$ cat config.mk
export PLATFORM = sky130hd
export DESIGN_NAME = quad_step_batcher
export DESIGN_NICKNAME = d
export VERILOG_FILES = /design/src/rtl/quad_pkg.sv /design/src/rtl/debounce_sync.sv /design/src/rtl/quad_step_batcher.sv
export SDC_FILE = /design/constraint.sdc
export NUM_CORES = 1
export LEC_CHECK = 0
export BUFFER_PORTS_ARGS = -buffer_cell sky130_fd_sc_hd__buf_2
export CAP_MARGIN = 15
export CELL_PAD_IN_SITES_DETAIL_PLACEMENT = 0
export CELL_PAD_IN_SITES_GLOBAL_PLACEMENT = 2
export CORE_MARGIN = 8
export CORE_UTILIZATION = 33
export CTS_CLUSTER_DIAMETER = 150
export DETAILED_ROUTE_END_ITERATION = 10
export PLACE_DENSITY_LB_ADDON = 0.1
export SLEW_MARGIN = 20
export SYNTH_ARGS = -nofsm -noshare
export SYNTH_HDL_FRONTEND = slang
export SYNTH_SLANG_ARGS = --single-unit
$ cat constraint.sdc
create_clock -name clk -period 4.5 [get_ports clk]
set_clock_uncertainty 0.1 [all_clocks]
set_input_delay 0.225 -clock clk [delete_from_list [all_inputs] [get_ports clk]]
set_output_delay 0.225 -clock clk [all_outputs]
set_load 0.02 [all_outputs]
$ cat src/rtl/quad_pkg.sv
// Shared types and helpers for the quadrature step batcher.
// Latency: n/a (types and a pure combinational helper function).
// Backpressure: n/a.
package quad_pkg;

   // Control FSM: INIT lets synchronizers and debouncers settle, RUN decodes.
   typedef enum logic {
      INIT,
      RUN
   } state_t;

   // Quadrature phase codes {a,b}, listed in forward order.
   localparam logic [1:0] PH_00 = 2'b00;
   localparam logic [1:0] PH_01 = 2'b01;
   localparam logic [1:0] PH_11 = 2'b11;
   localparam logic [1:0] PH_10 = 2'b10;

   typedef enum logic [1:0] {
      NONE,
      FWD,
      REV,
      ILLEGAL
   } step_t;

   // Classify one transition of the debounced phase pair.
   // Gray-code property: a legal step flips exactly one bit, so a two-bit
   // flip cannot be attributed to either direction.
   function automatic step_t step_dir(input logic [1:0] prev, input logic [1:0] curr);
      logic [1:0] fwd_next;
      case (prev)
         PH_00:   fwd_next = PH_01;
         PH_01:   fwd_next = PH_11;
         PH_11:   fwd_next = PH_10;
         default: fwd_next = PH_00;
      endcase
      if (curr == prev) begin
         step_dir = NONE;
      end else if ((curr ^ prev) == 2'b11) begin
         step_dir = ILLEGAL;
      end else if (curr == fwd_next) begin
         step_dir = FWD;
      end else begin
         step_dir = REV;
      end
   endfunction

endpackage

$ cat src/rtl/debounce_sync.sv
// One-bit synchronizer followed by a run-length debouncer.
// Latency: SYNC_STAGES cycles to the synced level, then DEBOUNCE cycles of disagreement before level_o follows.
// Backpressure: none; free-running on every clock.
//
// Ports:
//   clk     - system clock
//   rst_n   - asynchronous active-low reset (clears chain, level and run counter)
//   din_i   - raw asynchronous input
//   level_o - debounced, synchronous level
module debounce_sync #(
   parameter int SYNC_STAGES = 2,
   parameter int DEBOUNCE    = 4
) (
   input  logic clk,
   input  logic rst_n,
   input  logic din_i,
   output logic level_o
);

   localparam int CW = $clog2(DEBOUNCE + 1);

   logic [SYNC_STAGES-1:0] sync_q;
   logic                   synced;
   logic                   deb_q, deb_d;
   logic [CW-1:0]          run_q, run_d;

   // Plain flop chain, nothing between stages, so metastability has a full
   // cycle per stage to resolve.
   always_ff @(posedge clk or negedge rst_n) begin
      if (!rst_n) begin
         sync_q <= '0;
      end else begin
         sync_q <= {sync_q[SYNC_STAGES-2:0], din_i};
      end
   end

   assign synced = sync_q[SYNC_STAGES-1];

   // The run counter measures consecutive cycles of disagreement with the
   // current debounced level; the level flips on the DEBOUNCE-th one. The
   // synced value need not be constant during the run, only different.
   always_comb begin
      deb_d = deb_q;
      run_d = '0;
      if (synced != deb_q) begin
         if (run_q == CW'(DEBOUNCE - 1)) begin
            deb_d = synced;
         end else begin
            run_d = run_q + 1'b1;
         end
      end
   end

   always_ff @(posedge clk or negedge rst_n) begin
      if (!rst_n) begin
         deb_q <= 1'b0;
         run_q <= '0;
      end else begin
         deb_q <= deb_d;
         run_q <= run_d;
      end
   end

   assign level_o = deb_q;

endmodule

$ cat src/rtl/quad_step_batcher.sv
// Quadrature decoder that batches steps per window into a net up/down value for an accumulator.
// Latency: outputs registered one cycle after the terminal window cycle; input-to-step delay is SYNC_STAGES+DEBOUNCE+1.
// Backpressure: none; the accumulator must accept the one-cycle emit pulse unconditionally.
//
// Ports:
//   clk, rst_n  - system clock, asynchronous active-low reset
//   qa, qb      - encoder phases, asynchronous to clk
//   enable      - runs the window counter and allows steps to be counted
//   clear_req   - one-cycle request to clear the accumulator at the next emit
//   up, down    - net step magnitude for the closed window, only one nonzero
//   clear       - pulse coincident with the emit cycle
//   err_count   - saturating count of illegal two-bit transitions
module quad_step_batcher
   import quad_pkg::*;
#(
   parameter int SYNC_STAGES = 2,
   parameter int DEBOUNCE    = 4,
   parameter int WINDOW      = 16,
   parameter int WIDTH       = 32
) (
   input  logic             clk,
   input  logic             rst_n,
   input  logic             qa,
   input  logic             qb,
   input  logic             enable,
   input  logic             clear_req,
   output logic [WIDTH-1:0] up,
   output logic [WIDTH-1:0] down,
   output logic             clear,
   output logic [7:0]       err_count
);

   localparam int CW          = $clog2(WINDOW + 1);
   localparam int WW          = $clog2(WINDOW);
   localparam int INIT_CYCLES = SYNC_STAGES + DEBOUNCE;
   localparam int IW          = $clog2(INIT_CYCLES + 1);

   // ------------------------------------------------------------------
   // Input conditioning
   // ------------------------------------------------------------------
   logic deb_a, deb_b;

   debounce_sync #(
      .SYNC_STAGES(SYNC_STAGES),
      .DEBOUNCE   (DEBOUNCE)
   ) u_deb_a (
      .clk    (clk),
      .rst_n  (rst_n),
      .din_i  (qa),
      .level_o(deb_a)
   );

   debounce_sync #(
      .SYNC_STAGES(SYNC_STAGES),
      .DEBOUNCE   (DEBOUNCE)
   ) u_deb_b (
      .clk    (clk),
      .rst_n  (rst_n),
      .din_i  (qb),
      .level_o(deb_b)
   );

   // ------------------------------------------------------------------
   // State
   // ------------------------------------------------------------------
   state_t            state_q, state_d;
   logic [IW-1:0]     init_cnt_q, init_cnt_d;
   logic [1:0]        prev_q, prev_d;
   logic [WW-1:0]     win_q, win_d;
   logic [CW-1:0]     fwd_q, fwd_d;
   logic [CW-1:0]     rev_q, rev_d;
   logic [7:0]        err_q, err_d;
   logic              pend_q, pend_d;
   logic [WIDTH-1:0]  up_q, up_d;
   logic [WIDTH-1:0]  down_q, down_d;
   logic              clear_q, clear_d;

   logic [1:0]        curr;
   step_t             dir;
   logic              count_en;
   logic              terminal;
   logic [CW-1:0]     fwd_tot, rev_tot;

   assign curr     = {deb_a, deb_b};
   assign dir      = step_dir(prev_q, curr);
   assign count_en = (state_q == RUN) && enable;
   assign terminal = count_en && (win_q == WW'(WINDOW - 1));

   // Batch totals including this cycle's step, so a step decoded in the
   // terminal cycle lands in the window that is closing.
   always_comb begin
      fwd_tot = fwd_q;
      rev_tot = rev_q;
      if (count_en && (dir == FWD) && (fwd_q != '1)) begin
         fwd_tot = fwd_q + 1'b1;
      end
      if (count_en && (dir == REV) && (rev_q != '1)) begin
         rev_tot = rev_q + 1'b1;
      end
   end

   // ------------------------------------------------------------------
   // Next-state and output logic
   // ------------------------------------------------------------------
   always_comb begin
      state_d    = state_q;
      init_cnt_d = init_cnt_q;
      prev_d     = curr;                 // prev always tracks the debounced pair
      win_d      = win_q;
      fwd_d      = fwd_q;
      rev_d      = rev_q;
      err_d      = err_q;
      pend_d     = pend_q | clear_req;
      up_d       = '0;
      down_d     = '0;
      clear_d    = 1'b0;

      case (state_q)
         INIT: begin
            // Transitions are ignored while the conditioning pipeline fills;
            // prev is still loaded so the first RUN cycle sees no false step.
            if (init_cnt_q == IW'(INIT_CYCLES - 1)) begin
               state_d = RUN;
            end else begin
               init_cnt_d = init_cnt_q + 1'b1;
            end
         end

         RUN: begin
            // Illegal transitions are counted regardless of enable.
            if ((dir == ILLEGAL) && (err_q != 8'hFF)) begin
               err_d = err_q + 8'd1;
            end
            fwd_d = fwd_tot;
            rev_d = rev_tot;
            if (enable) begin
               if (terminal) begin
                  win_d = '0;
                  // Only the net magnitude leaves the block, which keeps up
                  // and down mutually exclusive by construction.
                  if (fwd_tot >= rev_tot) begin
                     up_d = WIDTH'(fwd_tot - rev_tot);
                  end else begin
                     down_d = WIDTH'(rev_tot - fwd_tot);
                  end
                  // A request on the terminal cycle rides this emit.
                  clear_d = pend_q | clear_req;
                  pend_d  = 1'b0;
                  fwd_d   = '0;
                  rev_d   = '0;
               end else begin
                  win_d = win_q + 1'b1;
               end
            end
         end

         default: begin
            state_d = INIT;
         end
      endcase
   end

   always_ff @(posedge clk or negedge rst_n) begin
      if (!rst_n) begin
         state_q    <= INIT;
         init_cnt_q <= '0;
         prev_q     <= '0;
         win_q      <= '0;
         fwd_q      <= '0;
         rev_q      <= '0;
         err_q      <= '0;
         pend_q     <= 1'b1;             // first window after reset always clears
         up_q       <= '0;
         down_q     <= '0;
         clear_q    <= 1'b0;
      end else begin
         state_q    <= state_d;
         init_cnt_q <= init_cnt_d;
         prev_q     <= prev_d;
         win_q      <= win_d;
         fwd_q      <= fwd_d;
         rev_q      <= rev_d;
         err_q      <= err_d;
         pend_q     <= pend_d;
         up_q       <= up_d;
         down_q     <= down_d;
         clear_q    <= clear_d;
      end
   end

   assign up        = up_q;
   assign down      = down_q;
   assign clear     = clear_q;
   assign err_count = err_q;

endmodule

==> results of run 1 <==
per-layer routing:
| layer | vias up | GRT usage (%) |
|---|---|---|
| met1 | 979 | 12.4 |
| met4 | 0 | 3.20 |
| li1 | 1020 | - |
| met2 | 71 | 16.0 |
| met3 | 6 | 3.35 |
| met5 | - | 0 |
power by group through the flow:
stage / sequential [mW] / combinational (mW) / clock, mW
detailed placement: 0.745 / 1.26 / 0
finish: 0.734 / 1.25 / 0.289
floorplan: 0.738 / 0.992 / 0
global route: 0.755 / 1.40 / 0.325
CTS: 0.736 / 1.27 / 0.306
global placement: 0.745 / 1.30 / 0
worst max-delay path: stages (launching register included):
cell and delay [ns]:
dfrtp_1 0.46, ha_1 0.24, and3_1 0.19, ha_1 0.18, nand3b_1 0.20, nor3_1 0.51
mux2i_1 0.35, inv_1 0.07, ha_1 0.40, a41oi_1 0.37, and2_1 0.29, o221ai_1 0.26
a31oi_1 0.21
worst min path at each step:
| stage | startpoint | cells past startpoint | to | slack, ns |
|---|---|---|---|---|
| floorplan | rst_n | 0 | clear | -0.17 |
| global placement | u_deb_b.sync_q[0] | 0 | u_deb_b.sync_q[1] | 0.23 |
| detailed placement | u_deb_a.sync_q[0] | 0 | u_deb_a.sync_q[1] | 0.23 |
| CTS | clear_req | 3 | pend_q | 0.06 |
| global route | clear_req | 3 | clear | 0.07 |
| finish | clear_req | 3 | clear | 0.06 |
logic make-up after synthesis:
| group | Yosys count | synth area share [%] |
|---|---|---|
| simple gates | 91 | 15.9 |
| xor+xnor | 27 | 8.05 |
| flops | 54 | 43.3 |
| fa+ha+maj | 18 | 7.45 |
| compound gates | 27 | 6.29 |
| mux | 10 | 3.80 |
| buf+inv | 70 | 15.2 |
cell type report:
class	instances	area, µm²	area share [%]
Sequential cell	54	1350	40.1
Multi-Input combinational cell	173	1300	38.4
Tap cell	111	139	4.11
Clock buffer	6	82.6	2.45
Inverter	12	45.0	1.33
Clock inverter	2	16.3	0.482
Timing Repair Buffer	84	443	13.1
synth_stat cells, drive strengths merged (2+ instances only):
cell type | n | area [µm²]
ha | 17 | 213
dfrtp | 53 | 1330
xnor2 | 17 | 156
nand2 | 13 | 48.8
o21ai | 5 | 25.0
mux2i | 5 | 62.6
nor3 | 9 | 45.0
nand4 | 7 | 50.1
mux2 | 5 | 56.3
nand2b | 2 | 12.5
xor2 | 10 | 95.1
and2 | 5 | 31.3
o2111ai | 2 | 17.5
and3 | 7 | 43.8
nor4 | 2 | 25.0
nor2 | 23 | 86.3
inv | 12 | 45.0
buf | 57 | 425
a31oi | 2 | 12.5
and3b | 3 | 26.3
a21oi | 8 | 55.1
nor3b | 4 | 30.0
nand3 | 12 | 60.1
state kept, by name, summed over array words and instances, names as in the netlist:
signal	count
err_count	8
fwd_q	5
u_deb_a.run_q	3
u_deb_a.sync_q	2
up	6
init_cnt_q	3
u_deb_b.level_o	1
win_q	4
clear	1
u_deb_b.sync_q	2
state_q	1
down	6
prev_q	2
u_deb_a.level_o	1
u_deb_b.run_q	3
pend_q	1
rev_q	5
repair_timing:
action                                  4_1_cts  5_1_grt
endpoints found under the setup margin        0        0
hold buffers                                  3        0
endpoints found under the hold margin        55        0
per-stage QoR:
stage	setup slack, ns	utilization (%)	area, µm²
CTS	0.615	36.7	3380
finish	0.567	36.7	3380
detailed placement	0.650	35.3	3250
floorplan	1.11	-	3120
global route	0.268	36.7	3380
global placement	0.690	35.3	3250
==> results.yml, run 1 <==
synthesis:
  syn_inst: 297
  ys.flop_type: "dfrtp_1"
  synthArstFlopShare_pct: 100
  synth-edff-count: 0
  synth_cell_types: 50
  netlist_area_mm2: 0.00312
  yosysWarnings: 0
  yosysSeqAreaShare_pct: 43.3
  avgSynthCellArea_um2: 10.5
  mappedNetlistNets: 321
  synth-seq-cells: 54
power:
  p_leak_nw: 1.76
  swShare_pct: 45.4
  intPower_mw: 1.24
  total_power_mw: 2.28
  p_comb_share_pct: 55.1
  switchingPower_mw: 1.03
  sequentialPowerShare_pct: 32.2
  clkPwrFrac_pct: 12.7
  peakVddDrop_mv: 0.232
  power_density_mw_per_mm2: 675
clock_tree:
  cts.clk_slew.worst_paths_ns: 0.10
  clockBufferDepth: 2
  cts_sinks: 54
  clockRootBuffer: "clkbuf_8"
  insertion_delay_ns: 0.31
  post_cts_buffers: 0
  cts_htree_levels: 2
  numCtsBuffers: 5
  cts_tree: "yes"
  cts_resized: 0
layout:
  n_antenna_cell: 0
  final_cell_count_no_fill: 442
  mostFrequentLayoutCells: "buf_2 (78), dfrtp_1 (53), nor2_1 (23), ha_1 (17), xnor2_1 (16)"
  final_common_cell: "buf_2"
  fillers: 936
  final_layout_size_suffix_gt1_share_pct: 32.6
  nNetsFinal: 354
  area_growth_pct: 8.05
route:
  antenna_left: 0
  met3WireLength_um: 591
  vias: 2076
  routed_wl_mm: 6.33
  dr.first_iter.drc_count: 58
  wl_met2_mm: 2.74
  drcViolationCount: 0
  drt_pass1_iterations: 4
  top_layer: "met4"
  wl_per_cell_um: 14.3
  route.layer.met1.wl_mm: 2.92
  avgViaCountPerCell: 4.70
sta:
  setup_tns_ns: 0
  relSlewSlack_pct: 53.6
  tightest_slew_ns: 0.696
  setup_viol: 0
  fmax_mhz: 254
  holdWs_ns: 0.0614
  fin_crit_sh_pct: 87.4
  finalHoldViolCount: 0
  period_minus_slack_ns: 3.93
  maxSlewViolCount: 0
  rsz0062_at_grt: "no"
setup_path:
  rr_endpoint: "down[3]"
  critPathLaunchType: "flop"
  r2r-start: "fwd_q[0]"
  cp_max_fo: 8
  cp_data_arrival_time_ns: 4.06
  end_kind: "flop"
  r2r_setup_slack_ns: 0.57
  crit_path_end: "down[3]"
  crit_start: "fwd_q[0]"
  crit_required_ns: 4.63
  path_class: "reg2reg"
  reg2reg_depth: 12
placement:
  dp_cells: 431
  io_buffers: 78
  gp_congestion: 0.803
  place_hpwl_mm: 4.86
min_path:
  min-delay-path-class: "in2reg"
global_route:
  grt_usage_pct: 10.0
  grt_pass1_wl_mm: 10.3
  antenna_found_initial: 0
  grt_pass1_vias: 2057
  grt_overflow: 0
  grt_max_degree: 55
floorplan:
  core_mm2: 0.00920
  rows: 35
  fp.dieArea_mm2: 0.0128
  die_w_um: 113
  die_h_um: 113
  pin_count: 79
  start_util_pct: 34.0
flow_run:
  drv_cap: 0
outcome:
  outcome: "completed"
Note: power is estimated with default switching activity, not from simulation.
==> run 2, diff against run 1 <==
Settings changed: CORE_UTILIZATION 33 to 30.
Clock period 4.5 ns to 3.4 ns, I/O delays scaled along.
==> results.yml, run 2 (synthesis gave the netlist of run 1 again) <==
clock_tree:
  insertion_delay_ns: 0.31
  cts_htree_levels: 2
  cts_tree: "yes"
  clockRootBuffer: "clkbuf_8"
  clockBufferDepth: 2
  numCtsBuffers: 5
  post_cts_buffers: 0
  cts_sinks: 54
  cts.clk_slew.worst_paths_ns: 0.10
setup_path:
  r2r_setup_slack_ns: 0.15
  crit_slowest_cell: "dfrtp_1"
  slowest_delay_ns: 0.41
  path_cells: "ha_1 -> and3_1 -> ha_1 -> and3b_1 -> and3_4 -> mux2i_4 -> inv_1 -> ha_2 -> nand2b_1 -> and3_1 -> o32ai_1 -> xnor2_1 -> a21oi_2"
  cp_num_buf_inv: 1
  critPathLaunchType: "flop"
  cp_data_arrival_time_ns: 3.34
  path_class: "reg2reg"
  cp_max_fo: 4
  crit_family: "simple AND/OR/NAND/NOR gates"
  end_kind: "flop"
  crit_required_ns: 3.50
floorplan:
  die_w_um: 118
  start_util_pct: 30.5
  core_mm2: 0.0102
  rows: 37
  die_h_um: 118
  fp.dieArea_mm2: 0.0139
  pin_count: 79
sta:
  maxSlewViolCount: 0
  finalHoldViolCount: 0
  relSlewSlack_pct: 62.9
  setup_slack_ns: 0.155
  rsz0062_at_grt: "no"
  tightest_slew_ns: 0.556
  fin_crit_sh_pct: 95.5
  holdWs_ns: 0.0945
  setup_viol: 0
  period_minus_slack_ns: 3.25
  fmax_mhz: 308
  setup_tns_ns: 0
global_route:
  grt_max_degree: 42
  grt_usage_pct: 9.87
  grt_overflow: 0
  antenna_found_initial: 0
  grt_pass1_wl_mm: 11.4
  grt_pass1_vias: 2262
route:
  dr.first_iter.drc_count: 117
  wl_per_cell_um: 13.8
  drcViolationCount: 0
  drt_pass1_iterations: 4
  avgViaCountPerCell: 4.48
  routed_wl_mm: 6.77
  vias: 2197
  antenna_left: 0
layout:
  nNetsFinal: 377
  largest_reg_flops: 8
  n_antenna_cell: 0
  final_common_cell: "buf_2"
  final_cell_count_no_fill: 490
  fillers: 1031
  mostFrequentLayoutCells: "buf_2 (77), dfrtp_1 (53), buf_4 (26), nor2_1 (23)"
  final_layout_size_suffix_gt1_share_pct: 38.1
  final_cell_area_mm2: 0.00361
  area_growth_pct: 15.5
flow_run:
  drv_cap: 0
power:
  p_leak_nw: 1.86
  peakVddDrop_mv: 0.287
  power_density_mw_per_mm2: 927
placement:
  gp_congestion: 0.796
  dp_slack_ns: -0.00658
  dp_cells: 478
  place_hpwl_mm: 5.32
  dpl_cell_area_mm2: 0.00344
  io_buffers: 78
outcome:
  outcome: "completed"
min_path:
  min-delay-path-class: "in2reg"
-- run 2: changes by cell type in the layout (fill, tap and decap cells not counted), sizes merged --
cell	delta
buf	+22
clkinv	+2
clkbuf	-1
dlygate4sd3	+1
inv	-1
-- run 2: cell type report --
class / instances / area, µm² / share of cell area [%]
Clock buffer: 5 / 68.8 / 1.91
Clock inverter: 3 / 21.3 / 0.589
Inverter: 12 / 45.0 / 1.25
Multi-Input combinational cell: 173 / 1330 / 36.9
Sequential cell: 54 / 1350 / 37.5
Tap cell: 136 / 170 / 4.71
Timing Repair Buffer: 107 / 621 / 17.2
-- run 2: stage by stage --
step	util (%)	total power, mW
after floorplan	-	2.29
final	35.3	3.35
after global placement	33.7	2.97
after CTS	34.9	3.33
after detailed placement	33.7	2.93
after global routing	35.3	3.63
-- run 2: path summary, 6_finish.rpt --
path / endpoint / startpoint / cells past startpoint
worst max-delay path: up[3] / rev_q[0] / 13
worst min-delay path: win_q[2] / enable / 3
worst max register to register: up[3] / rev_q[0] / 13
worst min register to register: u_deb_b.sync_q[1] / u_deb_b.sync_q[0] / 0
max in group asynchronous: down[30] / rst_n / 3
min in group asynchronous: u_deb_a.sync_q[0] / rst_n / 2
-- run 2: timing repair --
action                                 4_1_cts  5_1_grt
endpoints found under the hold margin       43        0
gates resized for setup                      1        6
setup endpoints to repair                    3       11
gates cloned                                 0        0
hold buffers                                 4        0
-- run 2: power by group --
group | switching [mW] | total [mW] | internal (mW)
Combinational | 1.11 | 2.03 | 0.920
Sequential | 0.155 | 0.951 | 0.796
Clock | 0.217 | 0.362 | 0.145
-- run 2: routing by layer --
metal	share of wire [%]	up-vias	wire length [µm]	global-route usage [%]
li1	-	1070	-	-
met1	45	1044	3060	12.3
met2	45	78	3030	14.9
met3	9.1	5	617	4.70
met4	0.93	0	63	2.64
met5	0	-	0	0
-- run 2: tightest hold or removal path: cells and delay by family --
family	cells	cell delay (ns)
simple gates	1	0.09
xor+xnor	1	0.06
buf+inv	1	0.14
==> run 3, diff against run 2 <==
Settings changed: CELL_PAD_IN_SITES_DETAIL_PLACEMENT 0 to default, CELL_PAD_IN_SITES_GLOBAL_PLACEMENT 2 to default, CORE_UTILIZATION 30 to 48, PLACE_DENSITY from default to 0.76, PLACE_DENSITY_LB_ADDON 0.1 to default.
==> results.yml, run 3 (synthesis gave the netlist of run 1 again) <==
layout:
  fillers: 539
  final_cell_area_mm2: 0.00351
  nNetsFinal: 373
  n_antenna_cell: 0
  largest_reg_flops: 8
  final_layout_size_suffix_gt1_share_pct: 37.4
  final_common_cell: "buf_2"
  mostFrequentLayoutCells: "buf_2 (78), dfrtp_1 (53), nor2_1 (23), buf_4 (21), ha_1 (17)"
  seqCellArea_mm2: 0.00135
  multi_input_area_mm2: 0.00134
  area_growth_pct: 12.5
  final_cell_count_no_fill: 427
power:
  p_leak_nw: 1.85
  total_power_mw: 3.30
  power_density_mw_per_mm2: 938
  peakVddDrop_mv: 0.405
min_path:
  min-delay-path-class: "in2reg"
  hp-start: "enable"
  min_path_cells: 3
  hold_path_end: "win_q[2]"
setup_path:
  end_kind: "flop"
  r2r-start: "fwd_q[1]"
  crit_required_ns: 3.51
  critPathLaunchType: "flop"
  cp_data_arrival_time_ns: 3.39
  cp_max_fo: 4
  reg2reg_depth: 11
  path_class: "reg2reg"
  r2r_setup_slack_ns: 0.12
  rr_endpoint: "up[4]"
route:
  dr.first_iter.drc_count: 89
  wl_per_cell_um: 14.6
  drt_pass1_iterations: 4
  drcViolationCount: 0
  avgViaCountPerCell: 5.08
  antenna_left: 0
  vias: 2169
  routed_wl_mm: 6.23
sta:
  finalHoldViolCount: 0
  tightest_slew_ns: 0.606
  relSlewSlack_pct: 59.6
  maxSlewViolCount: 0
  fmax_mhz: 305
  fin_crit_sh_pct: 96.5
  setup_viol: 0
  setup_tns_ns: 0
  holdWs_ns: 0.0672
  period_minus_slack_ns: 3.28
clock_tree:
  insertion_delay_ns: 0.32
  cts_sinks: 54
  clockRootBuffer: "clkbuf_8"
  cts_htree_levels: 2
  clockBufferDepth: 2
  numCtsBuffers: 5
  cts.clk_slew.worst_paths_ns: 0.11
  cts_tree: "yes"
  post_cts_buffers: 0
outcome:
  outcome: "completed"
global_route:
  grt_pass1_vias: 2156
  grt_pass1_wl_mm: 10.8
  grt_usage_pct: 13.8
  antenna_found_initial: 0
  grt_max_degree: 29
  grt_overflow: 0
floorplan:
  fp.dieArea_mm2: 0.00935
  die_w_um: 96.7
  core_mm2: 0.00631
  die_h_um: 96.7
  rows: 29
  start_util_pct: 49.5
  pin_count: 79
placement:
  gp_congestion: 0.920
  place_hpwl_mm: 4.83
  dp_cells: 415
  io_buffers: 78
  dpl_cell_area_mm2: 0.00334
flow_run:
  drv_cap: 0
## run 3: changes by cell type in the layout (fill, tap and decap cells not counted), sizes merged
cell	previous run	this run
inv	12	14
buf	103	99
clkinvlp	1	0
clkinv	2	1
## run 3: final cells by class
class	count	area share [%]
inverters	12	1.28
clock buffers	5	1.96
flip-flops and latches	54	38.5
clock inverters	3	0.748
repair buffers	103	16.7
multi-input cells	173	38.0
well taps	77	2.74
## run 3: per-layer routing
metal  GRT usage [%]  vias to the layer above  part of all wire [%]
li1                -                     1067                     -
met1            16.0                     1038                    41
met2            23.4                       57                    51
met3            4.20                        7                   6.8
met4            4.97                        0                   1.6
met5               0                        -                     0
## run 3: critical path, cell delays in order, from the launching register on
cell and delay, ns:
dfrtp_1 0.42, ha_1 0.22, and3_1 0.21, ha_1 0.19, nand3b_1 0.25, o31ai_1 0.32, and2_1 0.24, ha_1 0.30
ha_1 0.26, a21oi_4 0.20, o21ai_1 0.13, mux2_1 0.32
## run 3: through the flow
| stage | util [%] | setup WS [ns] |
|---|---|---|
| 2_1_floorplan | - | 0.00782 |
| 3_3_place_gp | 52.9 | 0.202 |
| 3_5_place_dp | 52.9 | 0.109 |
| 4_1_cts | 55.0 | 0.0380 |
| 5_1_grt | 55.6 | -0.0200 |
| 6_report | 55.6 | 0.118 |
## run 3: how the worst max path moves through the flow
stage / startpoint / endpoint / slack (ns) / cells past startpoint
2_1_floorplan: fwd_q[0] / down[3] / 0.008 / 13
3_3_place_gp: rev_q[0] / up[4] / 0.20 / 12
3_5_place_dp: rev_q[0] / up[4] / 0.11 / 12
4_1_cts: rev_q[0] / up[4] / 0.04 / 12
5_1_grt: fwd_q[1] / up[4] / -0.02 / 11
6_report: fwd_q[1] / up[4] / 0.12 / 11
## run 3: power by group
part,internal [mW],switching [mW]
clock,0.152,0.230
sequential,0.795,0.157
combinational,0.878,1.08
total,1.83,1.47
## run 3: repair_timing
action,in CTS,in global routing
hold endpoints to repair,31,0
endpoints found under the setup margin,0,12
resized for setup,0,7
hold buffers,4,0
